<file path="src/rtl/decode_stage_pipelined_pkg.sv">
// rtl/decode_stage_pipelined_pkg.sv - opcode constants, ex_ctrl bit layout and control decode
package decode_stage_pipelined_pkg;

  localparam logic [5:0] OP_RTYPE = 6'b000000;
  localparam logic [5:0] OP_LW    = 6'b100011;
  localparam logic [5:0] OP_SW    = 6'b101011;
  localparam logic [5:0] OP_BEQ   = 6'b000100;
  localparam logic [5:0] OP_ADDI  = 6'b001000;

  // ex_ctrl = {reg_dst, branch, mem_read, mem_to_reg, alu_op[1:0], mem_write, alu_src, reg_write}
  localparam int CTRL_W          = 9;
  localparam int CTRL_REG_WRITE  = 0;
  localparam int CTRL_ALU_SRC    = 1;
  localparam int CTRL_MEM_WRITE  = 2;
  localparam int CTRL_ALU_OP_LO  = 3;
  localparam int CTRL_MEM_TO_REG = 5;
  localparam int CTRL_MEM_READ   = 6;
  localparam int CTRL_BRANCH     = 7;
  localparam int CTRL_REG_DST    = 8;

  localparam logic [1:0] ALU_OP_ADD   = 2'b00;
  localparam logic [1:0] ALU_OP_SUB   = 2'b01;
  localparam logic [1:0] ALU_OP_FUNCT = 2'b10;

  function automatic logic [CTRL_W-1:0] decode_ctrl(input logic [5:0] op);
    logic [CTRL_W-1:0] c;
    c = '0;
    case (op)
      OP_RTYPE: begin
        c[CTRL_REG_DST]            = 1'b1;
        c[CTRL_REG_WRITE]          = 1'b1;
        c[CTRL_ALU_OP_LO +: 2]     = ALU_OP_FUNCT;
      end
      OP_LW: begin
        c[CTRL_ALU_SRC]            = 1'b1;
        c[CTRL_MEM_READ]           = 1'b1;
        c[CTRL_MEM_TO_REG]         = 1'b1;
        c[CTRL_REG_WRITE]          = 1'b1;
        c[CTRL_ALU_OP_LO +: 2]     = ALU_OP_ADD;
      end
      OP_SW: begin
        c[CTRL_ALU_SRC]            = 1'b1;
        c[CTRL_MEM_WRITE]          = 1'b1;
        c[CTRL_ALU_OP_LO +: 2]     = ALU_OP_ADD;
      end
      OP_BEQ: begin
        c[CTRL_BRANCH]             = 1'b1;
        c[CTRL_ALU_OP_LO +: 2]     = ALU_OP_SUB;
      end
      OP_ADDI: begin
        c[CTRL_ALU_SRC]            = 1'b1;
        c[CTRL_REG_WRITE]          = 1'b1;
        c[CTRL_ALU_OP_LO +: 2]     = ALU_OP_ADD;
      end
      default: c = '0;
    endcase
    return c;
  endfunction

endpackage

</file>
<file path="src/rtl/decode_stage_pipelined_regfile_bypass.sv">
// rtl/decode_stage_pipelined_regfile_bypass.sv - 2R1W register file, R0 hardwired zero, write-through reads
module regfile_bypass #(
  parameter  int DATA_W   = 32,
  parameter  int NUM_REGS = 32,
  localparam int ADDR_W   = $clog2(NUM_REGS)
) (
  input  logic              clk,
  input  logic              reset,
  input  logic [ADDR_W-1:0] rs_addr,
  input  logic [ADDR_W-1:0] rt_addr,
  output logic [DATA_W-1:0] rs_data,
  output logic [DATA_W-1:0] rt_data,
  input  logic              we,
  input  logic [ADDR_W-1:0] wr_addr,
  input  logic [DATA_W-1:0] wr_data
);

  logic [DATA_W-1:0] regs [NUM_REGS];

  // Addresses beyond NUM_REGS (non power-of-two sizes) are treated like R0.
  function automatic logic in_range(input logic [ADDR_W-1:0] a);
    return ({1'b0, a} < (ADDR_W+1)'(NUM_REGS)) && (a != '0);
  endfunction

  always_ff @(posedge clk or posedge reset) begin
    if (reset) begin
      for (int i = 0; i < NUM_REGS; i++) regs[i] <= '0;
    end else if (we && in_range(wr_addr)) begin
      regs[wr_addr] <= wr_data;
    end
  end

  always_comb begin
    rs_data = '0;
    rt_data = '0;
    if (in_range(rs_addr)) rs_data = (we && wr_addr == rs_addr) ? wr_data : regs[rs_addr];
    if (in_range(rt_addr)) rt_data = (we && wr_addr == rt_addr) ? wr_data : regs[rt_addr];
  end

endmodule

</file>
<file path="src/rtl/decode_stage_pipelined.sv">
// rtl/decode_stage_pipelined.sv - ID stage: regfile, control decode, sign extend, load-use hazard, ID/EX register
module decode_stage_pipelined
  import decode_stage_pipelined_pkg::*;
#(
  parameter  int DATA_W   = 32,
  parameter  int NUM_REGS = 32,
  parameter  int IMM_W    = 16,
  localparam int ADDR_W   = $clog2(NUM_REGS)
) (
  input  logic              clk,
  input  logic              reset,
  input  logic              if_valid,
  input  logic [31:0]       instr,
  input  logic              flush,
  input  logic              wb_we,
  input  logic [ADDR_W-1:0] wb_addr,
  input  logic [DATA_W-1:0] wb_data,
  output logic              id_ready,
  output logic              ex_valid,
  output logic [DATA_W-1:0] ex_rs_data,
  output logic [DATA_W-1:0] ex_rt_data,
  output logic [DATA_W-1:0] ex_imm_sext,
  output logic [DATA_W-1:0] ex_imm_shl2,
  output logic [IMM_W-1:0]  ex_imm_raw,
  output logic [ADDR_W-1:0] ex_dst_addr,
  output logic [8:0]        ex_ctrl,
  output logic [15:0]       stall_count
);

  logic [5:0]        op;
  logic [ADDR_W-1:0] rs, rt, rd;
  logic [IMM_W-1:0]  imm;
  logic [DATA_W-1:0] rs_data, rt_data, imm_sext;
  logic [CTRL_W-1:0] ctrl;
  logic              uses_rt, hz;

  assign op       = instr[31:26];
  assign rs       = instr[21 +: ADDR_W];
  assign rt       = instr[16 +: ADDR_W];
  assign rd       = instr[11 +: ADDR_W];
  assign imm      = instr[IMM_W-1:0];
  assign ctrl     = decode_ctrl(op);
  assign imm_sext = DATA_W'($signed(imm));

  regfile_bypass #(
    .DATA_W  (DATA_W),
    .NUM_REGS(NUM_REGS)
  ) u_regfile (
    .clk    (clk),
    .reset  (reset),
    .rs_addr(rs),
    .rt_addr(rt),
    .rs_data(rs_data),
    .rt_data(rt_data),
    .we     (wb_we),
    .wr_addr(wb_addr),
    .wr_data(wb_data)
  );

  // lw/addi only consume rs; rt is a destination for them, not a source.
  assign uses_rt  = (op == OP_RTYPE) || (op == OP_SW) || (op == OP_BEQ);
  assign hz       = if_valid && ex_valid && ex_ctrl[CTRL_MEM_READ] && (ex_dst_addr != '0)
                    && ((ex_dst_addr == rs) || ((ex_dst_addr == rt) && uses_rt));
  assign id_ready = !hz || flush;

  always_ff @(posedge clk or posedge reset) begin
    if (reset) begin
      ex_valid    <= 1'b0;
      ex_rs_data  <= '0;
      ex_rt_data  <= '0;
      ex_imm_sext <= '0;
      ex_imm_shl2 <= '0;
      ex_imm_raw  <= '0;
      ex_dst_addr <= '0;
      ex_ctrl     <= '0;
      stall_count <= '0;
    end else begin
      if (flush || hz || !if_valid) begin
        ex_valid    <= 1'b0;
        ex_rs_data  <= '0;
        ex_rt_data  <= '0;
        ex_imm_sext <= '0;
        ex_imm_shl2 <= '0;
        ex_imm_raw  <= '0;
        ex_dst_addr <= '0;
        ex_ctrl     <= '0;
      end else begin
        ex_valid    <= 1'b1;
        ex_rs_data  <= rs_data;
        ex_rt_data  <= rt_data;
        ex_imm_sext <= imm_sext;
        ex_imm_shl2 <= imm_sext << 2;
        ex_imm_raw  <= imm;
        ex_dst_addr <= ctrl[CTRL_REG_DST] ? rd : rt;
        ex_ctrl     <= ctrl;
      end
      if (hz && !flush && stall_count != 16'hFFFF) stall_count <= stall_count + 16'd1;
    end
  end

endmodule

</file>
<file path="config.mk">
export PLATFORM = sky130hd
export DESIGN_NAME = decode_stage_pipelined
export DESIGN_NICKNAME = d
export VERILOG_FILES = /design/src/rtl/decode_stage_pipelined_pkg.sv /design/src/rtl/decode_stage_pipelined_regfile_bypass.sv /design/src/rtl/decode_stage_pipelined.sv
export SDC_FILE = /design/constraint.sdc
export NUM_CORES = 2
export LEC_CHECK = 0
export ABC_AREA = 1
export CAP_MARGIN = 20
export CORE_UTILIZATION = 46
export CTS_CLUSTER_DIAMETER = 120
export DETAILED_ROUTE_END_ITERATION = 10
export PLACE_DENSITY = 0.65
export SYNTH_ARGS = -nofsm -noshare
export SYNTH_HDL_FRONTEND = slang
export SYNTH_SLANG_ARGS = --single-unit
export TNS_END_PERCENT = 100
</file>
<file path="constraint.sdc">
create_clock -name clk -period 37.4 [get_ports clk]
set_input_delay 7.48 -clock clk [delete_from_list [all_inputs] [get_ports clk]]
set_output_delay 7.48 -clock clk [all_outputs]
set_load 0.02 [all_outputs]
</file>
* Word-level counts from Yosys, hierarchy flattened
Cells that the tools add are included.
** Storage, ports and cells
- Input port bits :: 74
- Logic and storage cells :: 114
- Output and inout port bits :: 176
- Bits in writable memories :: 0
- Bits in latches :: 0
- Register bits after elaboration :: 1199
- ROM bits :: 0
- Memories :: 0
** Operators by class
- $lt $le $gt $ge :: 4
- Add/subtract/negate cells :: 1
- Bitwise logic cells :: 3
- Shift operators :: 0
- Divide/modulo/power cells :: 0
- Muxes and demuxes :: 29
- Eq/ne operators :: 9
- Reduce and logical (&&, ||, !) cells :: 27
- $mul :: 0
** Operators with widths (number)
- bitwise mux 1024 bit :: 1
- 2-to-1 mux 32 bit :: 13
- binary-select mux 32 bit (select 5 bit) :: 2
- demux 32 bit (select 5 bit) :: 1
- == test 5 bit :: 4
- nonzero test 5 bit :: 4
- >= comparator 6 bit, second input constant :: 3
- inverter 5 -> 6 bit :: 3
- adder 16 x 1 -> 16 bit, second input constant :: 1
- 2-to-1 mux 16 bit :: 1
- inequality test 16 bit, second input constant :: 1
- == test 6 bit, second input constant :: 2
- logical AND 1 bit :: 11
- 2-to-1 mux 5 bit :: 2
- 2-to-1 mux 9 bit :: 1
- == test 6 x 3 -> 1 bit, second input constant :: 1
- == test 6 x 4 -> 1 bit, second input constant :: 1
- zero test 6 bit :: 1
- logical OR 1 bit :: 6
- less-than comparator 6 x 1 -> 1 bit, second input constant :: 1
- 2-to-1 mux 1 bit :: 6
- OR reduction 3 bit :: 2
- case mux 2 bit (2 select lines) :: 1
- zero test 1 bit :: 3
- 2-to-1 mux 2 bit :: 1

* Logic depth before layout (Yosys ltp)
- Depth in word-level cells :: 9
- Mapped depth :: 14
- Gate-level depth less buffers :: 11

* Modules after synthesis
From an unflattened synthesis, not the netlist that was laid out.
** Unflattened totals
- Cells, all modules :: 9083
- Area total of the unflattened synthesis :: 63442.1 µm²
** Modules (own cells, without submodules)
- regfile_bypass :: seq. area each 25624.6 µm², area an instance 58449.8 µm², cells an instance 8522, instances 1
- decode_stage_pipelined :: seq. area each 2752.6 µm², area an instance 4992.3 µm², cells an instance 561, instances 1

* Worst setup path after synthesis
No wires, ideal clock.
- Path type :: input -> output
- From :: input port instr[21]
- To :: output port id_ready
- Cell stages on the path :: 11
- Data required time :: 29.920 ns
- Setup slack :: 21.103 ns
- Arrival time :: 8.817 ns
- Cell sequence :: buf_2 -> clkinv_1 -> nand2_1 -> o21ai_0 -> nor2_1 -> nand3_1 -> inv_1 -> nor2_1 -> nor2_1 -> buf_2 -> nand2_1
** Between the ends
- Word-level cells in the longest chain between the ends :: 5
** RTL lines
- from (decl) :: RTL line decode_stage_pipelined.sv:13 : input logic [31:0] instr,
- == test 5 bit :: RTL line decode_stage_pipelined.sv:63 : && ((ex_dst_addr == rs) || ((ex_dst_addr == rt) && uses_rt));
- logical OR 1 bit :: RTL line decode_stage_pipelined.sv:63
- logical AND 1 bit :: RTL line decode_stage_pipelined.sv:63
- zero test 1 bit :: RTL line decode_stage_pipelined.sv:64 : assign id_ready = !hz || flush;
- logical OR 1 bit :: RTL line decode_stage_pipelined.sv:64
- to (decl) :: RTL line decode_stage_pipelined.sv:18 : output logic id_ready,
No other way between the ends.

* Worst setup path after layout
- From :: input port instr[23]
- To :: output port id_ready
Same word-level chain as after synthesis.

==> flow_metrics.env <==
export IMPL_seq_area_frac_synth_pct=44.80
export IMPL_reg2regPathDepth=9
export IMPL_status="finished clean"
export IMPL_detail_route_antenna_nets=0
export IMPL_cts_hold_buf=0
export IMPL_crit_family="buffers and inverters"
export IMPL_powerDensity_nw_per_um2=51.71
export IMPL_startpoint_type="input port"
export IMPL_wirelength_microns=249800
export IMPL_fp_dieW_microns=372.9
export IMPL_synth_area_leaders="dfrtp_1 45%, nand2_1 17%, o21ai_0 9.9%, nand3_1 5.9%, inv_1 4.6%"
export IMPL_fp_row_count=135
export IMPL_yosys_cell_types_count=28
export IMPL_r2r_slack_ns=33.85
export IMPL_rr_endpoint="ex_rs_data[28]"
export IMPL_peakVddDrop_mv=0.03920
export IMPL_endpoint_kind="primary output"
export IMPL_clock_skew_final_ns=0.04285
export IMPL_htree_levels=4
export IMPL_yosysMostFrequentCell="nand2_1"
export IMPL_antenna_cells=0
export IMPL_antenna_found_initial=11
export IMPL_final_area_sq_um=70310
export IMPL_wl_per_cell_microns=23.34
export IMPL_synth_area_per_cell_sq_um=6.936
export IMPL_cpMaxStageDelayCell="clkdlybuf4s50_1"
export IMPL_clockRootBuffer="clkbuf_16"
export IMPL_setup_viol=0
export IMPL_postSynth_topFlopCell="dfrtp_1"
export IMPL_finalHoldViolCount=0
export IMPL_ctsResizeCount=0
export IMPL_setup_tns_ns=0
export IMPL_cp_data_required_time_ns=29.92
export IMPL_cts_buffers=132
export IMPL_rsz0062_at_grt="false"
export IMPL_yosys_top_cells_count="2914 x nand2_1, 1251 x o21ai_0, 1133 x dfrtp_1"
export IMPL_cts_buffer_depth=3
export IMPL_post_cts_buffers=0
export IMPL_grt_pass1_wl_microns=374900
export IMPL_grt_usage_pct=35.46
export IMPL_core_sq_um=136000
export IMPL_area_delta_synth_final_pct=11.10
export IMPL_maxCapViolCount=0
export IMPL_grt_pass1_vias=59033
export IMPL_slowest_delay_ns=0.55
export IMPL_clkTransAtPathRegs_ns=0.06
export IMPL_yosys_warnings=0
export IMPL_synth_area_sq_um=63280
export IMPL_dieHeight_microns=372.9
export IMPL_crit_buf_inv=5
export IMPL_drt_iter0_markers=9042
export IMPL_die_area_sq_um=139100
export IMPL_cp_arrival_ns=9.90
export IMPL_yosysTopAreaCell="dfrtp_1"
export IMPL_period_minus_slack_ns=17.38
export IMPL_relSlewSlack_pct=16.09
export IMPL_post_dp_cell_area_sq_um=65780
export IMPL_cp_startpoint="instr[23]"
export IMPL_hold_end="u_regfile.regs[1013]"
export IMPL_tightest_slew_ns=1.259
export IMPL_crit_path_max_fanout=24
export IMPL_cts_sinks=1133
export IMPL_num_vias=63369
export IMPL_hp_start="u_regfile.regs[1013]"
export IMPL_start_util_pct=46.54
export IMPL_place_hpwl_microns=138700
export IMPL_drc_errors=0
export IMPL_via_per_inst=5.921
export IMPL_grt_max_degree=188
export IMPL_worstSetupPathType="input port to primary output"
export IMPL_fmax_ghz=0.05755
export IMPL_finish_utilization_pct=51.71
export IMPL_gp_congestion=0.8929
export IMPL_min_period_over_period_pct=46.46
export IMPL_hp_class="flip-flop to flip-flop"
export IMPL_clock_latency_ns=0.80
export IMPL_hold_depth=0
export IMPL_io_pins=250
export IMPL_final_nets=8891
export IMPL_firstDrtPassIters=6
export IMPL_synth_seq_cells=1133
export IMPL_r2r_start="ex_dst_addr[2]"
export IMPL_synth_edf_count=0
export IMPL_drive_gt1_share_pct=4.943
export IMPL_crit_chain="buf_4, inv_4, nand2_1, nand2_1, nor2_1, nand3_1, inv_1, nor2_1, nor2_1, buf_4, nand2_1, clkdlybuf4s50_1"
export IMPL_drv_slew=0
export IMPL_leakage_uw=0.03378
export IMPL_cts_tree="yes"
export IMPL_netlist_instances=9124
export IMPL_async_flop_share_pct=100.0
export IMPL_io_buffers=247
export IMPL_yosys_area_top_type_share_pct=44.80
export IMPL_grt_overflow=0
==> power by group <==
part | switching, uW | internal [uW] | total (uW)
combinational | 478 | 239 | 717
sequential | 129 | 1440 | 1570
clock | 550 | 801 | 1350
==> per-layer routing <==
| layer | wire [microns] | global-route usage [%] |
|---|---|---|
| met2 | 106300 | 52.87 |
| met3 | 30610 | 8.115 |
| met5 | 111 | 0 |
| met4 | 12890 | 17.62 |
| met1 | 99840 | 48.34 |
==> cell type report <==
| cell class | instances | area, sq um |
|---|---|---|
| fillers | 13299 | 65670 |
| clock buffers | 199 | 3950 |
| clock inverters | 41 | 538.0 |
| repair buffers | 386 | 3623 |
| well taps | 1781 | 2228 |
| multi-input cells | 6364 | 28580 |
| flip-flops and latches | 1133 | 28350 |
| inverters | 799 | 3037 |
==> registers in the layout (all words and copies together) (netlist names) <==
name / flops
u_regfile.regs: 1024
ex_rs_data: 32
ex_rt_data: 32
stall_count: 16
ex_imm_raw: 15
ex_ctrl: 7
ex_dst_addr: 5
ex_imm_sext: 1
ex_valid: 1
==> placed cells by master (no fill, tap or decap), types with 8 or more instances in the layout <==
master / netlist / layout
bufinv_16: 0 / 10
xnor2_1: 8 / 8
clkbuf_1: 566 / 32
nand2_2: 0 / 28
clkinv_2: 0 / 15
o21ai_0: 1251 / 1251
o21ai_1: 56 / 56
nand2_1: 2914 / 2885
inv_1: 780 / 775
inv_6: 0 / 8
buf_12: 0 / 8
nand4_1: 98 / 98
inv_2: 7 / 8
nor3_1: 72 / 71
o211ai_1: 252 / 252
dfrtp_1: 1133 / 1133
nor2_4: 0 / 11
clkinv_1: 12 / 9
or2_2: 20 / 20
nand3_1: 749 / 748
buf_4: 67 / 134
clkdlybuf4s50_1: 0 / 237
xor2_1: 10 / 10
a21oi_1: 350 / 350
clkbuf_16: 0 / 136
nor2_1: 561 / 554
clkbuf_8: 0 / 31
==> how the worst max path moves through the flow <==
stage                 endpoint  slack (ns)  depth (start not counted)
global route          id_ready       19.92                         12
global placement      id_ready       20.02                         12
floorplan           ex_ctrl[0]       14.28                          1
finish                id_ready       20.02                         12
detailed placement    id_ready       20.07                         12
CTS                   id_ready       20.08                         12
==> per-stage QoR <==
| stage | worst slack [ns] | power (uW) | hold WS [ns] | cells |
|---|---|---|---|---|
| after floorplan | 14.28 | 2073 | 0.4290 | 9125 |
| after global placement | 20.02 | 2257 | 0.3648 | 10461 |
| after detailed placement | 20.07 | 2282 | 0.3656 | 10461 |
| after CTS | 20.08 | 3629 | 0.3783 | 10701 |
| after global routing | 19.92 | 3812 | 0.3798 | 10703 |
| final | 20.02 | 3636 | 0.3768 | 10703 |
==> cell families after synthesis <==
group | count (synthesis) | share of synthesized area (%)
xor gates and xnor gates | 18 | 0.2491
buffers and inverters | 1628 | 10.29
AOI/OAI and AO/OA | 1913 | 16.13
adders and majority gates | 1 | 0.01977
DFF | 1133 | 44.80
other | 1 | 0.005926
and+or+nand+nor | 4430 | 28.49
Power figures use the tool's default switching activity.
